[config.mk]
export PLATFORM = sky130hd
export DESIGN_NAME = multicycle_ctrl
export DESIGN_NICKNAME = d
export VERILOG_FILES = /design/src/rtl/riscv_ctrl_pkg.sv /design/src/rtl/branch_cond.sv /design/src/rtl/multicycle_ctrl.sv
export SDC_FILE = /design/constraint.sdc
export NUM_CORES = 1
export LEC_CHECK = 0
export ABC_AREA = 1
export CELL_PAD_IN_SITES_DETAIL_PLACEMENT = 0
export CELL_PAD_IN_SITES_GLOBAL_PLACEMENT = 2
export CORE_MARGIN = 10
export CORE_UTILIZATION = 21
export DETAILED_ROUTE_END_ITERATION = 7
export PLACE_DENSITY = 0.79
export SLEW_MARGIN = 15
export SYNTH_ARGS = -nofsm -noshare
export SYNTH_HDL_FRONTEND = slang
export SYNTH_HIERARCHICAL = 1
export SYNTH_SLANG_ARGS = --single-unit
[constraint.sdc]
create_clock -name clk -period 2 [get_ports clk]
set_clock_uncertainty 0.05 [all_clocks]
set_input_delay 0.3 -clock clk [delete_from_list [all_inputs] [get_ports clk]]
set_output_delay 0.3 -clock clk [all_outputs]
set_load 0.05 [all_outputs]
[src/rtl/riscv_ctrl_pkg.sv]
`default_nettype none
// ============================================================================
// Module   : riscv_ctrl_pkg
// Brief    : Shared encodings for the RV32I control path (states, opcodes,
//            mux select codes, instruction classes).
// Revision : 1.0
// ============================================================================
package riscv_ctrl_pkg;

  localparam logic [2:0] c_ST_FETCH  = 3'd0;
  localparam logic [2:0] c_ST_DECODE = 3'd1;
  localparam logic [2:0] c_ST_EXEC   = 3'd2;
  localparam logic [2:0] c_ST_MEM    = 3'd3;
  localparam logic [2:0] c_ST_WB     = 3'd4;
  localparam logic [2:0] c_ST_TRAP   = 3'd7;

  typedef enum logic [2:0] {
    ST_FETCH  = c_ST_FETCH,
    ST_DECODE = c_ST_DECODE,
    ST_EXEC   = c_ST_EXEC,
    ST_MEM    = c_ST_MEM,
    ST_WB     = c_ST_WB,
    ST_TRAP   = c_ST_TRAP
  } state_e;

  localparam logic [4:0] c_OPC_LOAD   = 5'b00000;
  localparam logic [4:0] c_OPC_OP_IMM = 5'b00100;
  localparam logic [4:0] c_OPC_AUIPC  = 5'b00101;
  localparam logic [4:0] c_OPC_STORE  = 5'b01000;
  localparam logic [4:0] c_OPC_OP     = 5'b01100;
  localparam logic [4:0] c_OPC_LUI    = 5'b01101;
  localparam logic [4:0] c_OPC_BRANCH = 5'b11000;
  localparam logic [4:0] c_OPC_JALR   = 5'b11001;
  localparam logic [4:0] c_OPC_JAL    = 5'b11011;

  localparam logic [1:0] c_PC_SEL_PLUS4 = 2'b00;
  localparam logic [1:0] c_PC_SEL_IMM   = 2'b01;
  localparam logic [1:0] c_PC_SEL_ALU   = 2'b10;

  localparam logic [1:0] c_WB_SEL_ALU = 2'b00;
  localparam logic [1:0] c_WB_SEL_MEM = 2'b01;
  localparam logic [1:0] c_WB_SEL_PC4 = 2'b10;

  typedef enum logic [3:0] {
    CLS_NONE   = 4'd0,
    CLS_LOAD   = 4'd1,
    CLS_OP_IMM = 4'd2,
    CLS_AUIPC  = 4'd3,
    CLS_STORE  = 4'd4,
    CLS_OP     = 4'd5,
    CLS_LUI    = 4'd6,
    CLS_BRANCH = 4'd7,
    CLS_JALR   = 4'd8,
    CLS_JAL    = 4'd9
  } instr_class_e;

  // CLS_NONE doubles as the "illegal opcode" result.
  function automatic instr_class_e classify(input logic [4:0] opc);
    instr_class_e cls;
    case (opc)
      c_OPC_LOAD:   cls = CLS_LOAD;
      c_OPC_OP_IMM: cls = CLS_OP_IMM;
      c_OPC_AUIPC:  cls = CLS_AUIPC;
      c_OPC_STORE:  cls = CLS_STORE;
      c_OPC_OP:     cls = CLS_OP;
      c_OPC_LUI:    cls = CLS_LUI;
      c_OPC_BRANCH: cls = CLS_BRANCH;
      c_OPC_JALR:   cls = CLS_JALR;
      c_OPC_JAL:    cls = CLS_JAL;
      default:      cls = CLS_NONE;
    endcase
    return cls;
  endfunction

endpackage
`default_nettype wire

[src/rtl/branch_cond.sv]
`default_nettype none
// ============================================================================
// Module   : branch_cond
// Brief    : Combinational RV32I branch resolution from funct3 and ALU flags.
// Revision : 1.0
// ============================================================================
module branch_cond (
  input  logic [2:0] funct3,
  input  logic [1:0] flag,
  output logic       taken,
  output logic       illegal
);

  logic w_zero;
  logic w_lt;

  assign w_zero = flag[0];
  assign w_lt   = flag[1];

  // The ALU already picked signed vs unsigned compare, so BLT/BLTU share a row.
  always_comb begin
    taken   = 1'b0;
    illegal = 1'b0;
    case (funct3)
      3'b000:         taken = w_zero;
      3'b001:         taken = !w_zero;
      3'b100, 3'b110: taken = w_lt;
      3'b101, 3'b111: taken = !w_lt;
      default:        illegal = 1'b1;
    endcase
  end

endmodule
`default_nettype wire

[src/rtl/multicycle_ctrl.sv]
`default_nettype none
// ============================================================================
// Module   : multicycle_ctrl
// Brief    : Main sequencing FSM of the multi-cycle RV32I core.
//            Define MULTICYCLE_CTRL_PERF_EN to add cycle/instret counters.
// Revision : 1.0
// ============================================================================
module multicycle_ctrl #(
  parameter int unsigned MAX_WAIT = 0,
  parameter int unsigned WAIT_W   = 8
) (
  input  logic        clk,
  input  logic        reset,
  input  logic [4:0]  opcode,
  input  logic [2:0]  funct3,
  input  logic [1:0]  flag,
  input  logic        if_ready,
  input  logic        mem_ready,
  output logic        if_req,
  output logic        ir_we,
  output logic        pc_we,
  output logic [1:0]  pc_sel,
  output logic        alu_a_sel,
  output logic        alu_b_sel,
  output logic        mem_re,
  output logic        mem_we,
  output logic        reg_we,
  output logic [1:0]  wb_sel,
  output logic        trap,
  output logic [2:0]  state
`ifdef MULTICYCLE_CTRL_PERF_EN
  ,
  output logic [31:0] cycle_cnt,
  output logic [31:0] instret_cnt
`endif
);

  import riscv_ctrl_pkg::*;

  localparam logic [WAIT_W-1:0] C_MAX_WAIT = WAIT_W'(MAX_WAIT);
  localparam logic [WAIT_W-1:0] C_WAIT_ONE = WAIT_W'(1);

  state_e            state_q, state_d;
  instr_class_e      class_q, class_d;
  logic [WAIT_W-1:0] wait_q,  wait_d;

  logic w_taken;
  logic w_br_illegal;
  logic w_waiting;
  logic w_timeout;

  branch_cond u_branch_cond (
    .funct3  (funct3),
    .flag    (flag),
    .taken   (w_taken),
    .illegal (w_br_illegal)
  );

  // Only the ready input belonging to the current state counts as a wait.
  always_comb begin
    w_waiting = ((state_q == ST_FETCH) && !if_ready) ||
                ((state_q == ST_MEM)   && !mem_ready);
    w_timeout = (MAX_WAIT != 0) && w_waiting && (wait_q == C_MAX_WAIT);
  end

  always_comb begin
    state_d   = state_q;
    class_d   = class_q;
    if_req    = 1'b0;
    ir_we     = 1'b0;
    pc_we     = 1'b0;
    pc_sel    = c_PC_SEL_PLUS4;
    alu_a_sel = 1'b0;
    alu_b_sel = 1'b0;
    mem_re    = 1'b0;
    mem_we    = 1'b0;
    reg_we    = 1'b0;
    wb_sel    = c_WB_SEL_ALU;
    trap      = 1'b0;

    case (state_q)
      ST_FETCH: begin
        if_req = 1'b1;
        if (if_ready) begin
          ir_we   = 1'b1;
          state_d = ST_DECODE;
        end else if (w_timeout) begin
          state_d = ST_TRAP;
        end
      end

      ST_DECODE: begin
        class_d = classify(opcode);
        state_d = (class_d == CLS_NONE) ? ST_TRAP : ST_EXEC;
      end

      ST_EXEC: begin
        alu_a_sel = (class_q == CLS_AUIPC);
        alu_b_sel = (class_q != CLS_OP) && (class_q != CLS_BRANCH);
        case (class_q)
          CLS_LOAD, CLS_STORE: state_d = ST_MEM;
          CLS_BRANCH: begin
            if (w_br_illegal) begin
              state_d = ST_TRAP;
            end else begin
              pc_we   = 1'b1;
              pc_sel  = w_taken ? c_PC_SEL_IMM : c_PC_SEL_PLUS4;
              state_d = ST_FETCH;
            end
          end
          CLS_NONE: state_d = ST_TRAP;
          default:  state_d = ST_WB;
        endcase
      end

      ST_MEM: begin
        mem_re = (class_q == CLS_LOAD);
        mem_we = (class_q == CLS_STORE);
        if (mem_ready) begin
          if (class_q == CLS_LOAD) begin
            state_d = ST_WB;
          end else begin
            pc_we   = 1'b1;
            state_d = ST_FETCH;
          end
        end else if (w_timeout) begin
          state_d = ST_TRAP;
        end
      end

      ST_WB: begin
        reg_we  = 1'b1;
        pc_we   = 1'b1;
        state_d = ST_FETCH;
        case (class_q)
          CLS_LOAD:          wb_sel = c_WB_SEL_MEM;
          CLS_JAL, CLS_JALR: wb_sel = c_WB_SEL_PC4;
          default:           wb_sel = c_WB_SEL_ALU;
        endcase
        case (class_q)
          CLS_JAL:  pc_sel = c_PC_SEL_IMM;
          CLS_JALR: pc_sel = c_PC_SEL_ALU;
          default:  pc_sel = c_PC_SEL_PLUS4;
        endcase
      end

      ST_TRAP: trap = 1'b1;

      default: state_d = ST_TRAP;
    endcase
  end

  // Counter restarts on any state change and sticks at all-ones.
  always_comb begin
    wait_d = wait_q;
    if (state_d != state_q) begin
      wait_d = '0;
    end else if (w_waiting && (wait_q != '1)) begin
      wait_d = wait_q + C_WAIT_ONE;
    end
  end

  always_ff @(posedge clk) begin
    if (!reset) begin
      state_q <= ST_FETCH;
      class_q <= CLS_NONE;
      wait_q  <= '0;
    end else begin
      state_q <= state_d;
      class_q <= class_d;
      wait_q  <= wait_d;
    end
  end

  assign state = state_q;

`ifdef MULTICYCLE_CTRL_PERF_EN
  logic [31:0] cycle_cnt_q,   cycle_cnt_d;
  logic [31:0] instret_cnt_q, instret_cnt_d;

  always_comb begin
    cycle_cnt_d   = cycle_cnt_q;
    instret_cnt_d = instret_cnt_q;
    if (state_q != ST_TRAP) begin
      cycle_cnt_d = cycle_cnt_q + 32'd1;
    end
    if (pc_we) begin
      instret_cnt_d = instret_cnt_q + 32'd1;
    end
  end

  always_ff @(posedge clk) begin
    if (!reset) begin
      cycle_cnt_q   <= '0;
      instret_cnt_q <= '0;
    end else begin
      cycle_cnt_q   <= cycle_cnt_d;
      instret_cnt_q <= instret_cnt_d;
    end
  end

  assign cycle_cnt   = cycle_cnt_q;
  assign instret_cnt = instret_cnt_q;
`endif

endmodule
`default_nettype wire

==> flow_summary.json <==
{
  "synthXorXnorAreaFrac": 0,
  "netlist.top_cell.by_area": "sky130_fd_sc_hd__dfxtp_1",
  "design.portCount": 30,
  "maxCapViolCount": 0,
  "antenna_found_initial": 0,
  "synth_compound_gate_area_share": 0.115,
  "first_pass_iters": 4,
  "place_hpwl_um": 2050,
  "maxClockFrequency_mhz": 525,
  "timing.setup.critical_path_class": "reg -> out",
  "path_clk_slew_ps": 50,
  "post_synth_fa_ha_maj_area_fraction": 0.0501,
  "rsz0062_at_grt": "false",
  "clk_path_buf_depth": 2,
  "worstHoldStart": "class_q[2]$_SDFFE_PN0P_",
  "tns_ps": 0,
  "placement_rows": 21,
  "dieWidth_um": 79.7,
  "final_layout_size_suffix_gt1_frac": 0.279,
  "total_leakage_power_nw": 0.610,
  "final_hold_viol_count": 0,
  "synth_sequential_area_ratio": 0.187,
  "timing.max_slew.rel_slack": 0.666,
  "cts.hold.buffers_added": 0,
  "global_route_wire_length_before_repair_um": 3800,
  "peakVddDrop_uv": 373,
  "die_h_um": 79.7,
  "yosys-top-cells-area": "sky130_fd_sc_hd__dfxtp_1 (19%), sky130_fd_sc_hd__nand2_1 (16%), sky130_fd_sc_hd__nor2_1 (13%)",
  "startpoint_type": "register",
  "finalNetCount": 190,
  "gp_routability_congestion": 0.786,
  "grt_start_max_net_pins": 9,
  "period_share": 0.953,
  "globalRouteOverflowTotal": 0,
  "synthesis.area_per_instance_sq_um": 5.51,
  "net_count_of_the_mapped_netlist": 153,
  "antenna_violating_nets_remaining": 0,
  "design_power_total_mw": 1.52,
  "yosysWarningCount": 6,
  "fp.coreArea_sq_mm": 0.00339,
  "h-tree-depth": 1,
  "worst_slew_pin_slew_ps": 499,
  "critPathLaunch": "state[0]$_SDFFE_PN0P_",
  "dr_total_vias": 931,
  "synthSimpleGateAreaFrac": 0.528,
  "setup_violations": 0,
  "instances_no_fill": 218,
  "routedWlPerCell_um": 10.5,
  "design.die.area_sq_mm": 0.00636,
  "yosys_register_bits": 7,
  "num-fill-cells": 354,
  "synth.mux.area_fraction": 0,
  "hold_path_class": "reg -> reg",
  "numPortBuffers": 29,
  "number_of_global_route_vias_before_repair": 890,
  "status": "complete, no violations",
  "tritoncts": "built",
  "reg2reg_launch_point": "class_q[3]$_SDFFE_PN0P_",
  "final-seq-area_sq_um": 146,
  "mapped_cells": 136,
  "fin_worst_hold_slack_ps": 505,
  "worstPathMaxFanout": 6,
  "post_dp_cell_area_sq_mm": 0.00128,
  "grt_usage": 0.0735,
  "cp_data_arrival_time_ps": 1560,
  "dr.first_iter.drc_count": 42,
  "power_density_relative_to_cell_area_mw_per_mm2": 1150,
  "post-place-cells": 212,
  "cts.root.buffer_cell": "sky130_fd_sc_hd__clkbuf_4",
  "critical_path.endpoint_type": "primary output",
  "finalWorstPathRequiredPeriod_ps": 1910,
  "synth.top_cell.area_share": 0.187,
  "multi_input_comb_area_sq_um": 586,
  "detail_route.vias_per_cell": 4.27,
  "timing.critical_path.required_ps": 1650,
  "clock_latency_ps": 250,
  "synth_cell_types": 20,
  "clock-sinks": 7,
  "postRouteWirelength_um": 2290,
  "synth_area_sq_um": 749,
  "number_of_cts_inserted_buffers": 3,
  "diodes": 0,
  "postLayoutCellArea_sq_mm": 0.00132,
  "combinational_family_with_the_most_area_after_synthesis": "simple AND/OR/NAND/NOR gates",
  "route.detailed.drc": 0,
  "initial_core_util": 0.221,
  "synthToLayoutAreaGrowth_pct": 76.6,
  "final-max-slew-violation-count": 0
}
==> area by class of cell <==
| cell class | count | share of cell area |
|---|---|---|
| multi-input combinational | 105 | 0.442 |
| timing repair buffer | 32 | 0.316 |
| inverter | 24 | 0.0681 |
| tap | 46 | 0.0435 |
| clock buffer | 4 | 0.0198 |
| sequential | 7 | 0.111 |
==> worst paths after layout <==
check | endpoint | slack [ps] | cells after the start
worst max-delay path | pc_sel[0] | 90 | 6
worst min-delay path | class_q[2]$_SDFFE_PN0P_ | 500 | 2
worst max register to register | state[0]$_SDFFE_PN0P_ | 640 | 7
worst min register to register | class_q[2]$_SDFFE_PN0P_ | 500 | 2
==> cells in the final DEF, fill, tap and decap left out, drive strengths merged <==
master	netlist	layout
o31ai	1	1
nor2	31	31
ha	3	3
clkinv	1	1
nor4	1	1
and3	1	1
nand3	11	11
clkdlybuf4s50	0	16
nand2	36	36
a21oi	10	10
o21ai	5	5
dfxtp	7	7
nor3	3	3
nand4	3	3
inv	23	23
buf	0	16
clkbuf	0	4
==> routing by layer <==
layer  GRT usage  up-vias  share of wire
li1            -      508              -
met1      0.0690      402           0.40
met2       0.139       19           0.55
met3      0.0304        2          0.053
met4      0.0264        0         0.0039
met5           0        -              0
==> report_power, final <==
part           internal (mW)  switching, mW
sequential             0.193         0.0671
clock                 0.0761         0.0523
combinational          0.418          0.714
total                  0.687          0.833
==> synthesized netlist by cell type <==
library cell / count
sky130_fd_sc_hd__o21ai_0: 2
sky130_fd_sc_hd__nor2_4: 3
sky130_fd_sc_hd__o21ai_2: 1
sky130_fd_sc_hd__inv_2: 4
sky130_fd_sc_hd__nor2_2: 3
sky130_fd_sc_hd__nand4_1: 3
sky130_fd_sc_hd__a21oi_1: 10
sky130_fd_sc_hd__nor3_1: 3
sky130_fd_sc_hd__nand2_2: 5
sky130_fd_sc_hd__nor2_1: 25
sky130_fd_sc_hd__inv_1: 19
sky130_fd_sc_hd__nand3_1: 11
sky130_fd_sc_hd__clkinv_1: 1
sky130_fd_sc_hd__and3_1: 1
sky130_fd_sc_hd__nand2_1: 31
sky130_fd_sc_hd__ha_1: 3
sky130_fd_sc_hd__dfxtp_1: 7
sky130_fd_sc_hd__o21ai_1: 2
sky130_fd_sc_hd__nor4_1: 1
sky130_fd_sc_hd__o31ai_1: 1
==> registers in the layout, indices dropped and copies added, names as in the netlist <==
signal   cells
class_q      4
state        3
==> worst max-delay path, cell delays in order (launching register included) <==
cell	delay, ps
sky130_fd_sc_hd__dfxtp_2	360
sky130_fd_sc_hd__nor2_2	130
sky130_fd_sc_hd__inv_2	90
sky130_fd_sc_hd__nor2_4	140
sky130_fd_sc_hd__nand3_4	120
sky130_fd_sc_hd__o31ai_4	300
sky130_fd_sc_hd__buf_12	170
==> metrics by stage <==
step / worst slack (ps) / util
2_1_floorplan: -76.2 / -
3_3_place_gp: 161 / 0.377
3_5_place_dp: 122 / 0.377
4_1_cts: 2.85 / 0.385
5_1_grt: 16.9 / 0.391
6_report: 93.6 / 0.391
==> timing repair <==
action / CTS / global route
gates resized for setup: 0 / 3
setup buffers: 0 / 2
endpoints found under the setup margin: 0 / 2
==> logic make-up after synthesis <==
logic type / count (synthesis)
and+or+nand+nor: 86
buffers and inverters: 24
AOI/OAI and AO/OA: 16
DFF: 7
adders and majority gates: 3
(Power assumes the default switching activity.)
